$ cat config.mk
export PLATFORM = sky130hd
export DESIGN_NAME = uart_tx_baud
export DESIGN_NICKNAME = d
export VERILOG_FILES = /design/src/rtl/uart_tx_baud.sv
export SDC_FILE = /design/constraint.sdc
export NUM_CORES = 1
export LEC_CHECK = 0
export BUFFER_PORTS_ARGS = -buffer_cell sky130_fd_sc_hd__buf_4
export CORE_AREA = 2 2 60 62
export CTS_BUF_LIST = sky130_fd_sc_hd__clkbuf_8
export CTS_CLUSTER_SIZE = 10
export DETAILED_ROUTE_END_ITERATION = 6
export DIE_AREA = 0 0 62 64
export HOLD_SLACK_MARGIN = 0.06
export PLACE_DENSITY = 0.76
export SKIP_CTS_REPAIR_TIMING = 1
export SLEW_MARGIN = 20
export SYNTH_ARGS = -nofsm -noshare
export SYNTH_HDL_FRONTEND = slang
export SYNTH_SLANG_ARGS = --single-unit
$ cat constraint.sdc
create_clock -name clk -period 1.85 [get_ports clk]
set_clock_uncertainty 0.1 [all_clocks]
set_input_delay 0.0925 -clock clk [delete_from_list [all_inputs] [get_ports clk]]
set_output_delay 0.0925 -clock clk [all_outputs]
set_load 0.01 [all_outputs]
$ cat src/rtl/uart_tx_baud.sv
// UART transmitter with an internal baud-period counter.
// Frame: start, DATA_BITS data LSB-first, optional parity, STOP_BITS stop bits.
module uart_tx_baud #(
  parameter int unsigned CLKS_PER_BIT = 868,
  parameter int unsigned DATA_BITS    = 8,
  parameter int unsigned PARITY_EN    = 0,
  parameter int unsigned PARITY_ODD   = 0,
  parameter int unsigned STOP_BITS    = 1
) (
  input  logic                 clk,
  input  logic                 rst,
  input  logic [DATA_BITS-1:0] tx_data,
  input  logic                 tx_valid,
  output logic                 tx_ready,
  output logic                 tx,
  output logic                 busy
);

  localparam int unsigned CNT_W = (CLKS_PER_BIT > 1) ? $clog2(CLKS_PER_BIT) : 1;
  localparam int unsigned IDX_W = $clog2(DATA_BITS) + 1;

  localparam logic [CNT_W-1:0] CNT_LAST       = CNT_W'(CLKS_PER_BIT - 1);
  localparam logic [IDX_W-1:0] IDX_DATA_LAST  = IDX_W'(DATA_BITS - 1);
  localparam logic [IDX_W-1:0] IDX_STOP_LAST  = IDX_W'(STOP_BITS - 1);

  // Reject parameter sets the datapath is not sized for
  if (CLKS_PER_BIT < 2) begin : g_bad_cpb
    $error("uart_tx_baud: CLKS_PER_BIT must be >= 2");
  end
  if (DATA_BITS < 5 || DATA_BITS > 8) begin : g_bad_data
    $error("uart_tx_baud: DATA_BITS must be in 5..8");
  end
  if (STOP_BITS < 1 || STOP_BITS > 2) begin : g_bad_stop
    $error("uart_tx_baud: STOP_BITS must be 1 or 2");
  end

  typedef enum logic [2:0] {
    S_IDLE,
    S_START,
    S_DATA,
    S_PARITY,
    S_STOP
  } state_e;

  state_e               state_q, state_d;
  logic [CNT_W-1:0]     cnt_q, cnt_d;
  logic [IDX_W-1:0]     idx_q, idx_d;
  logic [DATA_BITS-1:0] shift_q, shift_d;
  logic                 par_q, par_d;
  logic                 tx_q, tx_d;
  logic                 baud_tick;

  assign baud_tick = (cnt_q == CNT_LAST);
  assign tx_ready  = (state_q == S_IDLE);
  assign busy      = ~tx_ready;
  assign tx        = tx_q;

  // State and datapath registers; reset aborts any frame in flight
  always_ff @(posedge clk) begin
    if (rst) begin
      state_q <= S_IDLE;
      cnt_q   <= '0;
      idx_q   <= '0;
      shift_q <= '0;
      par_q   <= 1'b0;
      tx_q    <= 1'b1;
    end else begin
      state_q <= state_d;
      cnt_q   <= cnt_d;
      idx_q   <= idx_d;
      shift_q <= shift_d;
      par_q   <= par_d;
      tx_q    <= tx_d;
    end
  end

  // Next-state: tx_d is the line level for the bit that starts after this edge
  always_comb begin
    state_d = state_q;
    cnt_d   = cnt_q;
    idx_d   = idx_q;
    shift_d = shift_q;
    par_d   = par_q;
    tx_d    = tx_q;

    if (state_q == S_IDLE) begin
      cnt_d = '0;
      idx_d = '0;
      tx_d  = 1'b1;
      if (tx_valid) begin
        shift_d = tx_data;
        par_d   = (PARITY_ODD != 0) ? ~(^tx_data) : (^tx_data);
        state_d = S_START;
        tx_d    = 1'b0;
      end
    end else if (!baud_tick) begin
      cnt_d = cnt_q + 1'b1;
    end else begin
      cnt_d = '0;
      case (state_q)
        S_START: begin
          state_d = S_DATA;
          idx_d   = '0;
          tx_d    = shift_q[0];
          shift_d = shift_q >> 1;
        end
        S_DATA: begin
          if (idx_q == IDX_DATA_LAST) begin
            idx_d = '0;
            if (PARITY_EN != 0) begin
              state_d = S_PARITY;
              tx_d    = par_q;
            end else begin
              state_d = S_STOP;
              tx_d    = 1'b1;
            end
          end else begin
            idx_d   = idx_q + 1'b1;
            tx_d    = shift_q[0];
            shift_d = shift_q >> 1;
          end
        end
        S_PARITY: begin
          state_d = S_STOP;
          idx_d   = '0;
          tx_d    = 1'b1;
        end
        S_STOP: begin
          tx_d = 1'b1;
          if (idx_q == IDX_STOP_LAST) begin
            state_d = S_IDLE;
            idx_d   = '0;
          end else begin
            idx_d = idx_q + 1'b1;
          end
        end
        default: begin
          state_d = S_IDLE;
          tx_d    = 1'b1;
        end
      endcase
    end
  end

endmodule
; ---- Word-level counts from Yosys, hierarchy flattened
; Index checks and enable logic that the tools add are counted.
[word_totals]
reg_bits = 26
word_cells = 48
out_inout_bits = 3
[classes]
muxes = 19
reduce_logical = 11
n_eq_ne = 10
n_bitwise = 1
addsub = 2
[ops]
columns = operator, count
row1 = $mux 8, 4
row2 = $pmux 8 s2, 1
row3 = $mux 3, 5
row4 = $pmux 3 s4, 1
row5 = $pmux 4 s3, 1
row6 = $add 10x1->10 const B, 1
row7 = $eq 10x10->1 const B, 1
row8 = $ne 3x3->1 const B, 3
row9 = $mux 4, 2
row10 = $reduce_and 4->1, 2
row11 = $eq 3x2->1 const B, 2
row12 = $reduce_bool 3->1, 2
row13 = $add 4x1->4 const B, 1
row14 = $eq 4x3->1 const B, 1
row15 = $logic_not 4->1, 1
row16 = $mux 1, 4
row17 = $reduce_or 2->1, 2
row18 = $eq 3x1->1 const B, 1
row19 = $eq 3x3->1 const B, 1
row20 = $logic_not 3->1, 1
row21 = $reduce_or 3->1, 1
row22 = $ne 2x2->1 const B, 1
row23 = $pmux 1 s2, 1
row24 = $reduce_and 2->1, 1
row25 = other kinds (2), 2

; ---- Depth between registers and ports, before layout
[depth]
depth_word = 5
ltp_mapped = 6
ltp_nobuf = 6

; ---- Least setup slack after synthesis
; No wires, ideal clock.
[synth_path]
path_type = reg-to-reg
start = reg cnt_q[0]
end = reg shift_q[0]
path_buffers = 0
required_time_ns = 1.629
setup_time_ns = 0.121
synth_period_minus_slack_ns = 1.993
path_slack_ns = -0.143
arrival_ns = 1.772
stages_incl_launch_ff = 6
cell_sequence = dfxtp_1 -> ha_1 -> and4bb_4 -> nand4_4 -> a221o_2 -> mux2_4
[synth_between]
elab_chain_len = 3
[synth_lines]
columns = element, line_no
row1 = from (decl), 46  ; logic [CNT_W-1:0] cnt_q, cnt_d;
row2 = from (signal assigned), 69  ; cnt_q <= cnt_d;
row3 = $eq 10x10->1, 53  ; assign baud_tick = (cnt_q == CNT_LAST);
row4 = $reduce_bool 2->1 (no source line), n/a
row5 = $reduce_and 4->1 (no source line), n/a
row6 = to (signal assigned), 71  ; shift_q <= shift_d;
row7 = to (decl), 48  ; logic [DATA_BITS-1:0] shift_q, shift_d;
; No other way between the ends.
; A chain may end at the register's enable or synchronous reset.

; ---- Worst setup path after layout
[layout_path]
start = reg cnt_q[1]
end = reg shift_q[3]
; Same word-level chain as after synthesis.

==> flow_summary.rst <==
.. list-table::
   :header-rows: 1

   * - Metric
     - Value
   * - Number of search-and-repair iterations in the first detailed-routing pass
     - 4
   * - Clk_lat worst skew
     - 0.27 ns
   * - Share of post-route cells with drive strength above 1
     - 0.330
   * - Total track usage
     - 0.161
   * - Initial antenna violation count
     - 0
   * - Detailed-route wire length
     - roughly 3000 um
   * - Wire length of the first global-routing pass
     - 4870 um
   * - Count of pins over their slew limit
     - 0
   * - Share of synthesized flip-flops with an asynchronous set or reset
     - 0
   * - Final worst path period need
     - 1.85 ns
   * - Vertical die dimension
     - 64 um
   * - Syn Inst Count
     - 173
   * - Syn_nets
     - 187
   * - Worst slew margin relative to its limit
     - 0.705
   * - Via count of the first global-routing pass
     - around 1,100
   * - Portion of synthesized cell area occupied by the leading cell type
     - 0.351
   * - Max-cap violation count
     - 0
   * - Final cycle utilization of the critical path
     - 0.999
   * - Final std cell area, no fill
     - 0.00192 mm^2
   * - Hold path endpoint
     - tx
   * - Fmax
     - 541 MHz
   * - Yosys reg bits
     - 26
   * - Hold Path Class
     - in -> reg
   * - Most area-consuming cells after synthesis
     - dfxtp_1, mux2_4, nand2_1, nor2b_1, nor2_1
   * - Total number of H-tree levels
     - 1
   * - Number of warnings printed during yosys synthesis
     - 0
   * - Unrepaired setup endpoints after global routing
     - true
   * - Distinct cell type count of the synthesized netlist
     - 45
   * - Beginning of the worst register-to-register path
     - cnt_q[1]
   * - Routability-driven placement congestion ratio
     - between 0.8 and 0.9
   * - Number of diodes added for antenna fixing
     - 0
   * - Hold path cells
     - 4
   * - Total via count in the routed design
     - between 1,000 and 1,500
   * - Nature of the critical path endpoint
     - flip-flop
   * - Cell area after synthesis
     - approximately 0.0015 mm^2
   * - TritonCTS Buffers
     - 3
   * - Area growth, synth to finish
     - 29.4%
   * - Worst Reg-to-Reg Cells
     - 5
   * - Site Rows
     - 21
   * - Avg Vias per Cell
     - 5.04
   * - Top flip-flop cell by instance count after synthesis
     - dfxtp_1
   * - Setup violators final
     - 0
   * - Lkg Pwr
     - around 0.78 nW
   * - Peak fanout along the critical path
     - 6
   * - Remaining global-route overflow
     - 0
   * - CP startpoint kind
     - flip-flop
   * - Clock input transition at the sequential cells of the worst setup and hold paths
     - approximately 0.090 ns
   * - TritonCTS sink count
     - 26
   * - Pin count of the biggest net entering global routing
     - 25
   * - Ratio of total power to cell area
     - 639 mW/mm^2
   * - Number of DRC markers in iteration 0
     - 62
   * - Crit Reg-Reg Endpoint
     - shift_q[3]
   * - Max VDD drop
     - ~0.55 mV
   * - Area of the die
     - between 0.003 and 0.004 mm^2
   * - Cell type contributing the most total cell area after synthesis
     - dfxtp_1
   * - Most frequent standard cell in the layout excluding fill and tap cells
     - buf_4
   * - CTS Root Buffer Type
     - clkbuf_8
   * - CTS Buffer Depth
     - 2
   * - Status
     - finished clean
   * - Top library cells by usage in the layout, fill and taps aside
     - buf_4, dfxtp_1, nand2_1
   * - Category of the critical setup timing path
     - reg -> reg
   * - Placed wire-length estimate
     - 2250 um
   * - WP data required
     - 1.91 ns
   * - TritonCTS clock tree
     - yes
   * - Post-route DRC violation count
     - 0
   * - Wire length per cell
     - 11.8 um
   * - Chip width
     - approximately 62 um
   * - Worst Hold Margin
     - 0.0345 ns
   * - Syn Area/Cell
     - 8.58 um^2
   * - Fin nets
     - between 200 and 250
   * - Top Ports
     - 14
   * - Effective utilization at floorplan
     - 0.452
   * - Startpoint of the lowest-slack hold path
     - tx_valid
   * - Core outline area
     - 0.00328 mm^2
   * - Sum of internal, switching and leakage power
     - between 1 and 1.5 mW
   * - Port buffer count
     - 13
   * - Number of enable flip-flop cells after synthesis
     - 0
   * - Sequential-to-total area share from yosys stat
     - 0.351
   * - Placement Cell Area
     - 0.00183 mm^2
   * - Final hold viol count
     - 0
   * - Antenna-violating nets left
     - 0
   * - # fillers
     - around 300
   * - Worst endpoint data arrival time
     - 1.91 ns
   * - Tightest Pin Transition
     - 0.441 ns
   * - Register-to-register setup slack
     - 0.002 ns
[state kept, by name (all words and copies together) (netlist names)]
signal   count
tx           1
shift_q      8
cnt_q       10
idx_q        4
state_q      3
[stage by stage]
stage | instances | setup TNS (ns) | setup slack (ns) | util
2_1_floorplan | 173 | 0 | 0.0104 | -
3_3_place_gp | 250 | 0 | 0.0195 | 0.556
3_5_place_dp | 250 | 0 | 0.0128 | 0.556
5_1_grt | 255 | -0.476 | -0.0719 | 0.585
4_1_cts | 254 | -0.0193 | -0.00697 | 0.573
6_report | 255 | 0 | 0.00160 | 0.585
[per-layer routing]
layer,vias up,track usage,wire [um]
met4,0,0.0399,17
met3,2,0.0364,55
met5,-,0,0
li1,678,-,-
met1,594,0.204,1400
met2,11,0.267,1530
[synthesized netlist by cell type, types with 2 or more instances]
master	n
a21boi_0	3
a21oi_1	11
a221oi_1	2
and3_1	3
buf_2	2
clkbuf_1	6
dfxtp_1	26
ha_1	3
inv_1	4
mux2_2	2
mux2_4	6
mux2i_1	2
nand2_1	22
nand2b_1	5
nand3_1	8
nand3b_1	3
nand4_1	3
nor2_1	15
nor2b_1	10
nor3_1	3
nor3b_1	2
o21ai_0	2
o31ai_1	2
xnor2_1	4
xor2_1	4
[where the power goes]
part | switching [mW] | internal [mW]
Combinational | 0.127 | 0.139
Sequential | 0.0135 | 0.586
Clock | 0.171 | 0.190
Total | 0.312 | 0.915
[worst max path at each step]
stage | start | end | slack [ns] | cells after the start
5_1_grt | cnt_q[1] | shift_q[2] | -0.07 | 5
3_3_place_gp | idx_q[0] | state_q[1] | 0.02 | 6
3_5_place_dp | cnt_q[1] | shift_q[3] | 0.01 | 5
2_1_floorplan | cnt_q[1] | shift_q[0] | 0.01 | 5
4_1_cts | cnt_q[1] | shift_q[3] | -0.007 | 5
6_report | cnt_q[1] | shift_q[3] | 0.002 | 5
[cell families after synthesis]
kind of cell	count (synthesis)	synth area share
mux	10	0.0894
fa+ha+maj	3	0.0253
buf+inv	13	0.0346
xor+xnor	8	0.0472
simple gates	83	0.311
compound gates	30	0.142
flops	26	0.351
[final cells by class]
type	instances	area (um^2)	share of cell area
inverters	5	18.8	0.00977
clock buffers	4	55.1	0.0287
repair buffers	40	303	0.158
flip-flops and latches	26	526	0.274
multi-input cells	134	961	0.500
well taps	46	57.6	0.0300
[worst max-delay path: stages (launching register included)]
cell and delay, ns:
dfxtp_2 0.36, ha_4 0.14, and4bb_4 0.25, nand4_4 0.10, a221o_2 0.47, mux2_4 0.32
(Power assumes the default switching activity.)
